`src/rtl/i2s_rx_arbiter.sv`:
```
// i2s_rx_arbiter: collects completed samples from N_CHANNELS i2sin receivers
// and forwards them one at a time over a valid/ready port, round-robin fair.
// Optional feature: define I2S_RX_ARBITER_DROP_CNT_EN to add a saturating
// drop_count of overrun events plus its clr_drop_count clear input.
// All state updates on the falling edge of sck.

module i2s_rx_arbiter #(
    parameter int unsigned N_CHANNELS     = 4,
    parameter int unsigned BITS_PRECISION = 24,
    localparam int unsigned CH_W          = (N_CHANNELS > 1) ? $clog2(N_CHANNELS) : 1
) (
    input  logic                               sck,
    input  logic                               rst,
    input  logic [N_CHANNELS*BITS_PRECISION-1:0] ch_data,
    input  logic [N_CHANNELS-1:0]              ch_lrn,
    input  logic [N_CHANNELS-1:0]              ch_en,
    output logic [BITS_PRECISION-1:0]          out_data,
    output logic                               out_lrn,
    output logic [CH_W-1:0]                    out_ch,
    output logic                               out_valid,
    input  logic                               out_ready,
    output logic [N_CHANNELS-1:0]              overrun,
    input  logic [N_CHANNELS-1:0]              clr_overrun
`ifdef I2S_RX_ARBITER_DROP_CNT_EN
    ,
    output logic [15:0]                        drop_count,
    input  logic                               clr_drop_count
`endif
);

    typedef enum logic [0:0] {StEmpty, StFull} state_e;

    state_e                    state_q, state_d;
    logic [BITS_PRECISION-1:0] slot_data_q [N_CHANNELS];
    logic [BITS_PRECISION-1:0] slot_data_d [N_CHANNELS];
    logic [N_CHANNELS-1:0]     slot_lrn_q, slot_lrn_d;
    logic [N_CHANNELS-1:0]     pending_q, pending_d;
    logic [CH_W-1:0]           rr_q, rr_d;
    logic [BITS_PRECISION-1:0] out_data_q, out_data_d;
    logic                      out_lrn_q, out_lrn_d;
    logic [CH_W-1:0]           out_ch_q, out_ch_d;
    logic [N_CHANNELS-1:0]     overrun_q, overrun_d;

    logic                      do_grant;
    logic                      grant_found;
    logic [CH_W-1:0]           grant_idx;
    logic [N_CHANNELS-1:0]     grant_oh;
    logic [N_CHANNELS-1:0]     ovr_evt;

    // A new grant is taken when the output is empty or being consumed this edge
    assign do_grant = (state_q == StEmpty) || out_ready;

    // Round-robin scan of pending slots starting at rr
    always_comb begin
        logic [CH_W-1:0] idx;
        grant_found = 1'b0;
        grant_idx   = '0;
        grant_oh    = '0;
        idx         = '0;
        for (int unsigned k = 0; k < N_CHANNELS; k++) begin
            idx = CH_W'((32'(rr_q) + k) % N_CHANNELS);
            if (!grant_found && pending_q[idx]) begin
                grant_found = 1'b1;
                grant_idx   = idx;
            end
        end
        if (do_grant && grant_found) begin
            grant_oh[grant_idx] = 1'b1;
        end
    end

    // Overrun: capture into a pending slot that is not being drained this edge
    assign ovr_evt = ch_en & pending_q & ~grant_oh;

    // Next-state for output FSM, slots, round-robin pointer and overrun flags
    always_comb begin
        state_d    = state_q;
        slot_data_d = slot_data_q;
        slot_lrn_d = slot_lrn_q;
        pending_d  = pending_q;
        rr_d       = rr_q;
        out_data_d = out_data_q;
        out_lrn_d  = out_lrn_q;
        out_ch_d   = out_ch_q;

        if (do_grant && grant_found) begin
            state_d              = StFull;
            out_data_d           = slot_data_q[grant_idx];
            out_lrn_d            = slot_lrn_q[grant_idx];
            out_ch_d             = grant_idx;
            pending_d[grant_idx] = 1'b0;
            rr_d                 = CH_W'((32'(grant_idx) + 1) % N_CHANNELS);
        end else if (do_grant) begin
            state_d = StEmpty;
        end

        // Capture after grant so a same-edge grant takes the old contents
        for (int unsigned i = 0; i < N_CHANNELS; i++) begin
            if (ch_en[i]) begin
                slot_data_d[i] = ch_data[i*BITS_PRECISION +: BITS_PRECISION];
                slot_lrn_d[i]  = ch_lrn[i];
                pending_d[i]   = 1'b1;
            end
        end

        // Set wins over clear
        overrun_d = (overrun_q & ~clr_overrun) | ovr_evt;
    end

    // State registers
    always_ff @(negedge sck or posedge rst) begin
        if (rst) begin
            state_q    <= StEmpty;
            slot_lrn_q <= '0;
            pending_q  <= '0;
            rr_q       <= '0;
            out_data_q <= '0;
            out_lrn_q  <= 1'b0;
            out_ch_q   <= '0;
            overrun_q  <= '0;
            for (int unsigned i = 0; i < N_CHANNELS; i++) begin
                slot_data_q[i] <= '0;
            end
        end else begin
            state_q     <= state_d;
            slot_data_q <= slot_data_d;
            slot_lrn_q  <= slot_lrn_d;
            pending_q   <= pending_d;
            rr_q        <= rr_d;
            out_data_q  <= out_data_d;
            out_lrn_q   <= out_lrn_d;
            out_ch_q    <= out_ch_d;
            overrun_q   <= overrun_d;
        end
    end

    assign out_valid = (state_q == StFull);
    assign out_data  = out_data_q;
    assign out_lrn   = out_lrn_q;
    assign out_ch    = out_ch_q;
    assign overrun   = overrun_q;

`ifdef I2S_RX_ARBITER_DROP_CNT_EN
    logic [15:0] drop_q, drop_d;
    logic [4:0]  n_evt;
    logic [16:0] drop_sum;

    // Saturating count of overrun events; several channels may overrun at once
    always_comb begin
        n_evt = '0;
        for (int unsigned i = 0; i < N_CHANNELS; i++) begin
            n_evt = n_evt + 5'(ovr_evt[i]);
        end
        drop_sum = {1'b0, drop_q} + 17'(n_evt);
        drop_d   = drop_sum[16] ? 16'hFFFF : drop_sum[15:0];
        if (clr_drop_count) begin
            drop_d = '0;
        end
    end

    // Drop counter register
    always_ff @(negedge sck or posedge rst) begin
        if (rst) begin
            drop_q <= '0;
        end else begin
            drop_q <= drop_d;
        end
    end

    assign drop_count = drop_q;
`endif

endmodule

```
`config.mk`:
```
export PLATFORM = sky130hd
export DESIGN_NAME = i2s_rx_arbiter
export DESIGN_NICKNAME = d
export VERILOG_FILES = /design/src/rtl/i2s_rx_arbiter.sv
export SDC_FILE = /design/constraint.sdc
export NUM_CORES = 1
export LEC_CHECK = 0
export BUFFER_PORTS_ARGS = -buffer_cell sky130_fd_sc_hd__buf_2
export CORE_MARGIN = 10
export CORE_UTILIZATION = 45
export CTS_CLUSTER_DIAMETER = 30
export DETAILED_ROUTE_END_ITERATION = 10
export PLACE_DENSITY = 0.68
export SETUP_SLACK_MARGIN = 0.15
export SLEW_MARGIN = 20
export SYNTH_ARGS = -nofsm -noshare
export SYNTH_HDL_FRONTEND = slang
export SYNTH_SLANG_ARGS = --single-unit
```
`constraint.sdc`:
```
create_clock -name sck -period 10.8 [get_ports sck]
set_clock_uncertainty 0.2 [all_clocks]
set_input_delay 0 -clock sck [delete_from_list [all_inputs] [get_ports sck]]
set_output_delay 0 -clock sck [all_outputs]
set_load 0.01 [all_outputs]
```
==> out/metrics.csv, run 1 <==
stage,metric,value,unit
outcome,status,"complete, no violations",
logic_synthesis,top post-synthesis cells by area,"dfrtn_1, mux2_2, o21ai_0",
floorplan,num rows,42,
clocking,Post-CTS Hold Fix Bufs,0,
route,WL/cell,20.0,µm
critical_path,Worst path max stage delay,430,ps
pwr,Final Power,1920,µW
clocking,total CTS buffers,17,
sta,final setup TNS,0,ps
worst_hold_path,Hold Path Class,reg2reg,
route,Routed WL,16000,µm
layout,Synth-to-Final Area Change,23.8,%
pwr,Power Density,254,nW/µm²
floorplan,starting density of the core,46.0,%
layout,Layout Nets,722,
clocking,H-tree levels,4,
route,total number of vias,4314,
logic_synthesis,Post-Syn Area,6110,µm²
sta,worst rel slew slack,29.5,%
critical_path,worst-path fanout max,2,
logic_synthesis,synth cell count leaders,"dfrtn_1, mux2_2, o21ai_0, nor2_1, nand2_1",
route,ANT nets after route,0,
critical_path,CP Buf/Inv Count,1,
layout,Finished Layout Cells,800,
floorplan,core area,13300,µm²
logic_synthesis,"area leader, netlist",dfrtn_1,
placement,DP Wirelength,11000,µm
logic_synthesis,"Distinct cells, synth",45,
placement,Cell Count Post-Placement,768,
logic_synthesis,area share of the largest cell type after synthesis,56.5,%
critical_path,"delay-heaviest family, CP",flip-flops,
pwr,VDD IR max,0.114,mV
logic_synthesis,synthesized net count,594,
route,First DRT Iteration DRCs,314,
layout,n_diodes,0,
placement,GP Congestion,0.809,
critical_path,"Data required, critical path",10600,ps
route,DRT Pass-1 Iters,4,
clocking,maximum root-to-sink buffer count,2,
clocking,CTS tree,yes,
clocking,root buffer cell,clkbuf_16,
grt,initial antenna violation count,0,
logic_synthesis,"count leader, synth",dfrtn_1,
logic_synthesis,"EDFF count, synth",0,
logic_synthesis,post-synthesis sequential area ratio,56.5,%
sta,Final Hold Vio Count,0,
grt,largest net degree at the start of global routing,88,
critical_path,CP Cell Sequence,buf_2,
pwr,Leakage Power,0.00345,µW
sta,Pins Over Slew Limit,0,
layout,Final Util,56.9,%
sta,fin worst setup slack,4230,ps
logic_synthesis,YS warnings,0,
route,DRC viols,0,
clocking,Worst-path clk slew,40,ps
sta,measured slew at the worst slew-check pin,1060,ps
clocking,TritonCTS Sinks,138,
logic_synthesis,post-synthesis async set-or-reset flop share,100,%
floorplan,die area,18600,µm²
logic_synthesis,"Avg Cell Area, Syn",12.7,µm²
placement,Post-Place Setup Slack,3680,ps
grt,GRT Residual Overflow,0,
route,vias per cell,5.39,
clocking,Post-CTS Setup Bufs,0,
layout,share of cells above drive strength 1,46.5,%
grt,vias in the first global route,4774,
logic_synthesis,synthesized instance count,483,
critical_path,crit path capture type,output port,
job,max cap viols,0,
placement,port bufs,142,
critical_path,"Data arrival, critical path",6370,ps
floorplan,die span in y,137,µm
logic_synthesis,"flops & latches, synth",138,
clocking,post-CTS resize count,0,
logic_synthesis,"Top FF cell, synth",dfrtn_1,
sta,unrepaired setup endpoints after global routing,no,
critical_path,critical path launch point type,flip-flop,
floorplan,Horiz. Die Dim,137,µm
grt,first-pass GRT wire length,25400,µm
grt,All-Layer GR Usage,17.5,%
sta,final setup vio count,0,
clocking,clk_lat worst skew,400,ps
floorplan,# IOs,143,
critical_path,kind of critical path,reg2out,
critical_path,Crit-path slowest cell,dfrtn_1,
cells in the final DEF, fill, tap and decap left out, types with 2 or more instances in the layout:
cell type / synthesis / routed
nor2_1: 23 / 23
a21oi_1: 11 / 11
o211a_1: 2 / 2
o22ai_2: 2 / 2
clkinv_2: 0 / 2
buf_2: 10 / 142
nand2_1: 20 / 20
a32oi_1: 14 / 14
inv_1: 11 / 10
mux2_2: 99 / 99
nand3_1: 14 / 14
a21boi_0: 5 / 5
and3_1: 6 / 6
nand2b_1: 3 / 3
dfrtn_1: 138 / 138
clkbuf_16: 0 / 17
o21ai_2: 1 / 2
clkbuf_8: 0 / 3
mux2i_1: 12 / 12
a221oi_1: 6 / 6
a21o_1: 15 / 15
o21ai_0: 26 / 26
o221ai_1: 6 / 5
clkinv_4: 0 / 2
o22ai_1: 2 / 2
bufinv_16: 0 / 6
a31oi_1: 14 / 14
cell families after synthesis:
family / after synthesis / share of synthesized area [%]
buffers and inverters: 47 / 4.13
DFF: 138 / 56.5
AOI/OAI and AO/OA: 115 / 13.7
muxes: 111 / 20.2
and+or+nand+nor: 72 / 5.53
per-layer routing:
metal  up-vias  global-route usage (%)  share of wire [%]
met2       114                    28.9                 51
met4         0                    7.10                2.3
met5         -                       0                  0
met1      2156                    21.6                 42
li1       2017                       -                  -
met3        27                    4.29                4.9
sequential cells by signal (all words and copies together) (netlist names):
signal and flops:
slot_lrn_q 4, out_valid 1, out_lrn 1, overrun 4
out_ch 2, out_data 24, slot_data_q 96, rr_q 2
pending_q 4
metrics by stage:
step / hold slack, ps / cell area, µm²
floorplan: 233 / 6110
global placement: 237 / 6870
detailed placement: 237 / 6870
CTS: 237 / 7550
global route: 262 / 7570
finish: 235 / 7570
power by group:
group          internal, µW  switching, µW
clock                   451            221
sequential              629           80.1
combinational           229            313
area by class of cell:
cell class	instances	area (µm²)
sequential	138	3450
tap	176	220
inverter	12	50.0
fill	1127	5730
clock inverter	11	215
timing repair buffer	144	729
clock buffer	21	470
multi-input combinational	298	2430
final timing paths:
path                              start              end  slack (ps)  cells after the start
max in group asynchronous           rst  slot_data_q[48]        4480                      3
max reg2reg                pending_q[2]      out_data[0]        7820                      6
min in group asynchronous           rst   slot_data_q[0]        4720                      2
min                          overrun[0]       overrun[0]         230                      1
max                         out_data[9]      out_data[9]        4230                      1
min reg2reg                  overrun[0]       overrun[0]         230                      1
(Power assumes the default switching activity.)
==> run 2, diff against run 1 <==
==> constraint.sdc (replaced) <==
create_clock -name sck -period 6.17 [get_ports sck]
set_clock_uncertainty 0.2 [all_clocks]
set_input_delay 0 -clock sck [delete_from_list [all_inputs] [get_ports sck]]
set_output_delay 0 -clock sck [all_outputs]
set_load 0.01 [all_outputs]
==> run 2 against run 1 <==
Sequential cell count is the same; wire length grew 3.1%; sequential power grew 76%; non-clock buffer count grew 2; setup slack lost 2300 ps; combinational power grew 78%; critical path depth is the same; cell area shrank 2.1%; via count grew 1.2%; sequential share of layout area grew 0.96 points.
==> out/metrics.csv, run 2 (synthesis gave the netlist of run 1 again) <==
stage,metric,value,unit
critical_path,"Data required, critical path",5970,ps
pwr,switching share of power,34.2,%
clocking,post-CTS resize count,0,
critical_path,kind of critical path,reg2out,
clocking,H-tree levels,4,
worst_hold_path,Hold Path Class,reg2reg,
grt,GRT Max-Usage Layer,met2,
placement,port bufs,142,
layout,multi-input combinational cell area,2430,µm²
layout,n_diodes,0,
clocking,Post-CTS Hold Fix Bufs,0,
layout,largest reg by FF count,slot_data_q,
clocking,Post-CTS Setup Bufs,0,
sta,worst rel slew slack,24.0,%
layout,share of cells above drive strength 1,46.1,%
placement,DP Wirelength,11300,µm
route,WL/cell,20.7,µm
route,First DRT Iteration DRCs,233,
critical_path,worst-path fanout max,2,
placement,Post-Place Setup Slack,1560,ps
layout,Synth-to-Final Area Change,21.2,%
floorplan,die area,18600,µm²
sta,unrepaired setup endpoints after global routing,no,
clocking,maximum root-to-sink buffer count,2,
critical_path,"reg-to-reg slack, setup",2970,ps
sta,final setup vio count,0,
outcome,status,"complete, no violations",
pwr,Power Density,420,nW/µm²
layout,Final Util,55.8,%
layout,Largest register FFs,96,
route,ANT nets after route,0,
pwr,P_int,2050,µW
critical_path,crit path capture type,output port,
pwr,Net Sw Power,1070,µW
critical_path,CP Cell Sequence,buf_2,
clocking,CTS tree,yes,
clocking,clk_lat worst skew,400,ps
route,total number of vias,4366,
clocking,root buffer cell,clkbuf_16,
clocking,TritonCTS Sinks,138,
critical_path,"Data arrival, critical path",4060,ps
route,Routed WL,16500,µm
critical_path,Worst path max stage delay,430,ps
floorplan,num rows,42,
clocking,total CTS buffers,17,
critical_path,"delay-heaviest family, CP",flip-flops,
grt,met1 GRT Util,20.3,%
critical_path,CP Buf/Inv Count,1,
grt,vias in the first global route,4797,
sta,fin worst setup slack,1910,ps
route,vias per cell,5.48,
sta,Pins Over Slew Limit,0,
route,DRT Pass-1 Iters,4,
floorplan,# IOs,143,
pwr,Clk pwr share,28.8,%
job,max cap viols,0,
sta,final setup TNS,0,ps
grt,largest net degree at the start of global routing,86,
layout,fill count,1155,
pwr,combinational power share,31.0,%
pwr,sequential power share,40.3,%
critical_path,Crit-path slowest cell,dfrtn_1,
grt,met2 usage,31.0,%
floorplan,die span in y,137,µm
floorplan,Horiz. Die Dim,137,µm
pwr,Leakage Power,0.00338,µW
grt,GRT Residual Overflow,0,
grt,initial antenna violation count,0,
grt,GRT met3 Usage,4.66,%
grt,All-Layer GR Usage,17.8,%
floorplan,starting density of the core,46.0,%
sta,measured slew at the worst slew-check pin,1140,ps
sta,Final Hold Vio Count,0,
layout,most frequent cells in the layout,"buf_2, dfrtn_1, mux2_2, o21ai_0, nor2_1",
floorplan,core area,13300,µm²
placement,GP Congestion,0.800,
critical_path,critical path launch point type,flip-flop,
layout,Layout Nets,724,
sta,WHS,246,ps
route,DRC viols,0,
grt,first-pass GRT wire length,25700,µm
clocking,Worst-path clk slew,40,ps
pwr,VDD IR max,0.215,mV
layout,"most common cell after layout, fill and taps aside",buf_2,
layout,FF/Latch Area,3450,µm²
-- run 2: cell count changes in the layout (fill, tap and decap cells not counted), sizes merged --
cell / change
buf: +2
bufinv: -6
clkbuf: +2
inv: -1
-- run 2: path summary, 6_finish.rpt --
| kind | depth (start not counted) | start | endpoint |
|---|---|---|---|
| max | 1 | out_data[23] | out_data[23] |
| min | 1 | overrun[0] | overrun[0] |
| max reg2reg | 5 | pending_q[2] | out_data[9] |
| min reg2reg | 1 | overrun[0] | overrun[0] |
| max in group asynchronous | 3 | rst | slot_data_q[57] |
| min in group asynchronous | 2 | rst | slot_data_q[0] |
-- run 2: area by class of cell --
| cell class | instances | area share [%] |
|---|---|---|
| Clock inverter | 4 | 0.270 |
| Timing Repair Buffer | 146 | 10.2 |
| Tap cell | 176 | 2.97 |
| Sequential cell | 138 | 46.6 |
| Multi-Input combinational cell | 298 | 32.8 |
| Inverter | 12 | 0.658 |
| Clock buffer | 23 | 6.58 |
-- run 2: per-layer routing --
layer  routed length [µm]  part of all wire (%)
met1                 6780                    41
met2                 8410                    51
met3                  913                   5.5
met4                  356                   2.2
met5                    0                     0
-- run 2: through the flow --
step / cells / power, µW / cell area (µm²)
after detailed placement: 770 / 2220 / 6890
after global placement: 770 / 2190 / 6890
final: 797 / 3110 / 7410
after CTS: 797 / 3120 / 7400
after floorplan: 483 / 1900 / 6120
after global routing: 797 / 3280 / 7410
-- run 2: power by group through the flow --
stage	combinational [µW]	sequential, µW	clock [µW]
2_1_floorplan	656	1240	0
3_3_place_gp	945	1250	0
3_5_place_dp	960	1260	0
4_1_cts	963	1250	910
5_1_grt	1060	1270	950
6_report	964	1250	896
==> run 3, diff against run 2 <==
--- a/config.mk
+++ b/config.mk
@@ -10,7 +10,7 @@
 export CORE_UTILIZATION = 45
 export CTS_CLUSTER_DIAMETER = 30
 export DETAILED_ROUTE_END_ITERATION = 10
-export PLACE_DENSITY = 0.68
+export PLACE_DENSITY = 0.7
 export SETUP_SLACK_MARGIN = 0.15
 export SLEW_MARGIN = 20
 export SYNTH_ARGS = -nofsm -noshare
==> constraint.sdc (replaced) <==
create_clock -name sck -period 3.83 [get_ports sck]
set_clock_uncertainty 0.2 [all_clocks]
set_input_delay 0 -clock sck [delete_from_list [all_inputs] [get_ports sck]]
set_output_delay 0 -clock sck [all_outputs]
set_load 0.01 [all_outputs]
==> run 3 against run 2 <==
Non-clock buffer count is 3 higher; clock power is 75% higher; largest power group unchanged; sequential power is 58% higher; critical path depth stayed put; via count is 1.4% lower; largest cell class unchanged; setup slack worse by 1200 ps.
==> out/metrics.csv, run 3 (synthesis gave the netlist of run 1 again) <==
stage,metric,value,unit
outcome,status,"complete, no violations",
floorplan,Horiz. Die Dim,137,µm
pwr,Power Density,682,nW/µm²
clocking,maximum root-to-sink buffer count,2,
clocking,Worst-path clk slew,40,ps
grt,first-pass GRT wire length,24700,µm
sta,Final Hold Vio Count,0,
pwr,sequential power share,38.7,%
layout,Largest register FFs,96,
route,DRC viols,0,
pwr,Leakage Power,0.00341,µW
floorplan,starting density of the core,46.0,%
critical_path,crit path capture type,output port,
floorplan,die area,18600,µm²
layout,Final Util,56.4,%
pwr,VDD IR max,0.324,mV
clocking,CTS tree,yes,
route,total number of vias,4303,
sta,Pins Over Slew Limit,0,
layout,most frequent cells in the layout,"buf_2, dfrtn_1, mux2_2, o21ai_0, nor2_1",
layout,n_diodes,0,
layout,Finished Layout Cells,804,
grt,vias in the first global route,4732,
critical_path,worst-path fanout max,2,
critical_path,kind of critical path,reg2out,
critical_path,"Data required, critical path",3630,ps
critical_path,"Data arrival, critical path",2900,ps
layout,Synth-to-Final Area Change,22.7,%
job,max cap viols,0,
critical_path,CP Cell Sequence,buf_2,
route,ANT nets after route,0,
clocking,total CTS buffers,17,
sta,final setup vio count,0,
grt,initial antenna violation count,0,
route,DRT Pass-1 Iters,5,
sta,unrepaired setup endpoints after global routing,no,
layout,"most common cell after layout, fill and taps aside",buf_2,
layout,FF/Latch Area,3450,µm²
floorplan,die span in y,137,µm
grt,GRT Residual Overflow,0,
critical_path,Reg2Reg Launch Point,pending_q[0],
placement,GP Congestion,0.747,
route,First DRT Iteration DRCs,287,
route,WL/cell,19.8,µm
worst_hold_path,min-delay src,overrun[0],
critical_path,critical path launch point type,flip-flop,
floorplan,core area,13300,µm²
pwr,P_int,3410,µW
critical_path,Worst path max stage delay,440,ps
critical_path,Critical Path Source,out_data[14],
route,Routed WL,15900,µm
layout,Layout Nets,727,
placement,Cell Count Post-Placement,773,
placement,port bufs,142,
critical_path,Crit-path slowest cell,dfrtn_1,
clocking,clk_lat worst skew,410,ps
clocking,Post-CTS Hold Fix Bufs,0,
sta,worst rel slew slack,28.9,%
route,vias per cell,5.35,
floorplan,num rows,42,
critical_path,CP Buf/Inv Count,1,
pwr,Clk pwr share,30.7,%
clocking,root buffer cell,clkbuf_16,
pwr,switching share of power,33.3,%
layout,largest reg by FF count,slot_data_q,
sta,measured slew at the worst slew-check pin,1070,ps
critical_path,"delay-heaviest family, CP",flip-flops,
placement,DP Wirelength,11200,µm
layout,share of cells above drive strength 1,46.3,%
clocking,TritonCTS Sinks,138,
sta,final setup TNS,0,ps
pwr,Net Sw Power,1710,µW
layout,fill count,1135,
layout,multi-input combinational cell area,2420,µm²
floorplan,# IOs,143,
clocking,H-tree levels,4,
pwr,combinational power share,30.6,%
grt,All-Layer GR Usage,17.4,%
grt,largest net degree at the start of global routing,74,
worst_hold_path,Hold Path Class,reg2reg,
clocking,Post-CTS Setup Bufs,0,
clocking,post-CTS resize count,0,
[run 3: changes by cell type in the layout (fill, tap and decap cells not counted)]
cell,change
clkbuf_8,-2
bufinv_16,+2
o221ai_4,-1
o221ai_2,+1
clkbuf_1,+2
buf_12,+2
buf_4,+1
clkinvlp_4,+2
[run 3: final cells by class]
| type | instances | area share [%] |
|---|---|---|
| clock buffers | 23 | 6.24 |
| clock inverters | 8 | 1.27 |
| inverters | 12 | 0.650 |
| multi-input cells | 298 | 32.2 |
| flip-flops and latches | 138 | 46.0 |
| well taps | 176 | 2.93 |
| repair buffers | 149 | 10.7 |
[run 3: metal layers]
metal | track usage (%) | part of all wire [%]
met4 | 6.80 | 2.2
met1 | 19.7 | 41
met3 | 6.12 | 5.7
met5 | 0 | 0
met2 | 29.4 | 51
[run 3: through the flow]
stage / setup WS, ps / hold slack (ps) / total power (µW) / cell area, µm²
after floorplan: 105 / 233 / 3060 / 6120
after global placement: 421 / 239 / 3530 / 6940
after detailed placement: 373 / 244 / 3580 / 6940
after CTS: 723 / 244 / 5160 / 7500
after global routing: 705 / 253 / 5390 / 7500
final: 732 / 239 / 5120 / 7500
[run 3: power groups by stage]
stage | Combinational (µW) | Sequential, µW | Clock (µW)
3_5_place_dp | 1580 | 2000 | 0
3_3_place_gp | 1550 | 1990 | 0
5_1_grt | 1720 | 2020 | 1650
4_1_cts | 1580 | 1980 | 1600
2_1_floorplan | 1060 | 2000 | 0
6_report | 1570 | 1980 | 1570
[run 3: final timing paths]
kind | endpoint | slack (ps) | cells after the start
worst max-delay path | out_data[14] | 730 | 1
min in group asynchronous | slot_data_q[0] | 1320 | 3
max in group asynchronous | slot_data_q[90] | 1750 | 3
worst min-delay path | overrun[0] | 240 | 1
worst max register to register | out_data[0] | 1210 | 5
worst min register to register | overrun[0] | 240 | 1
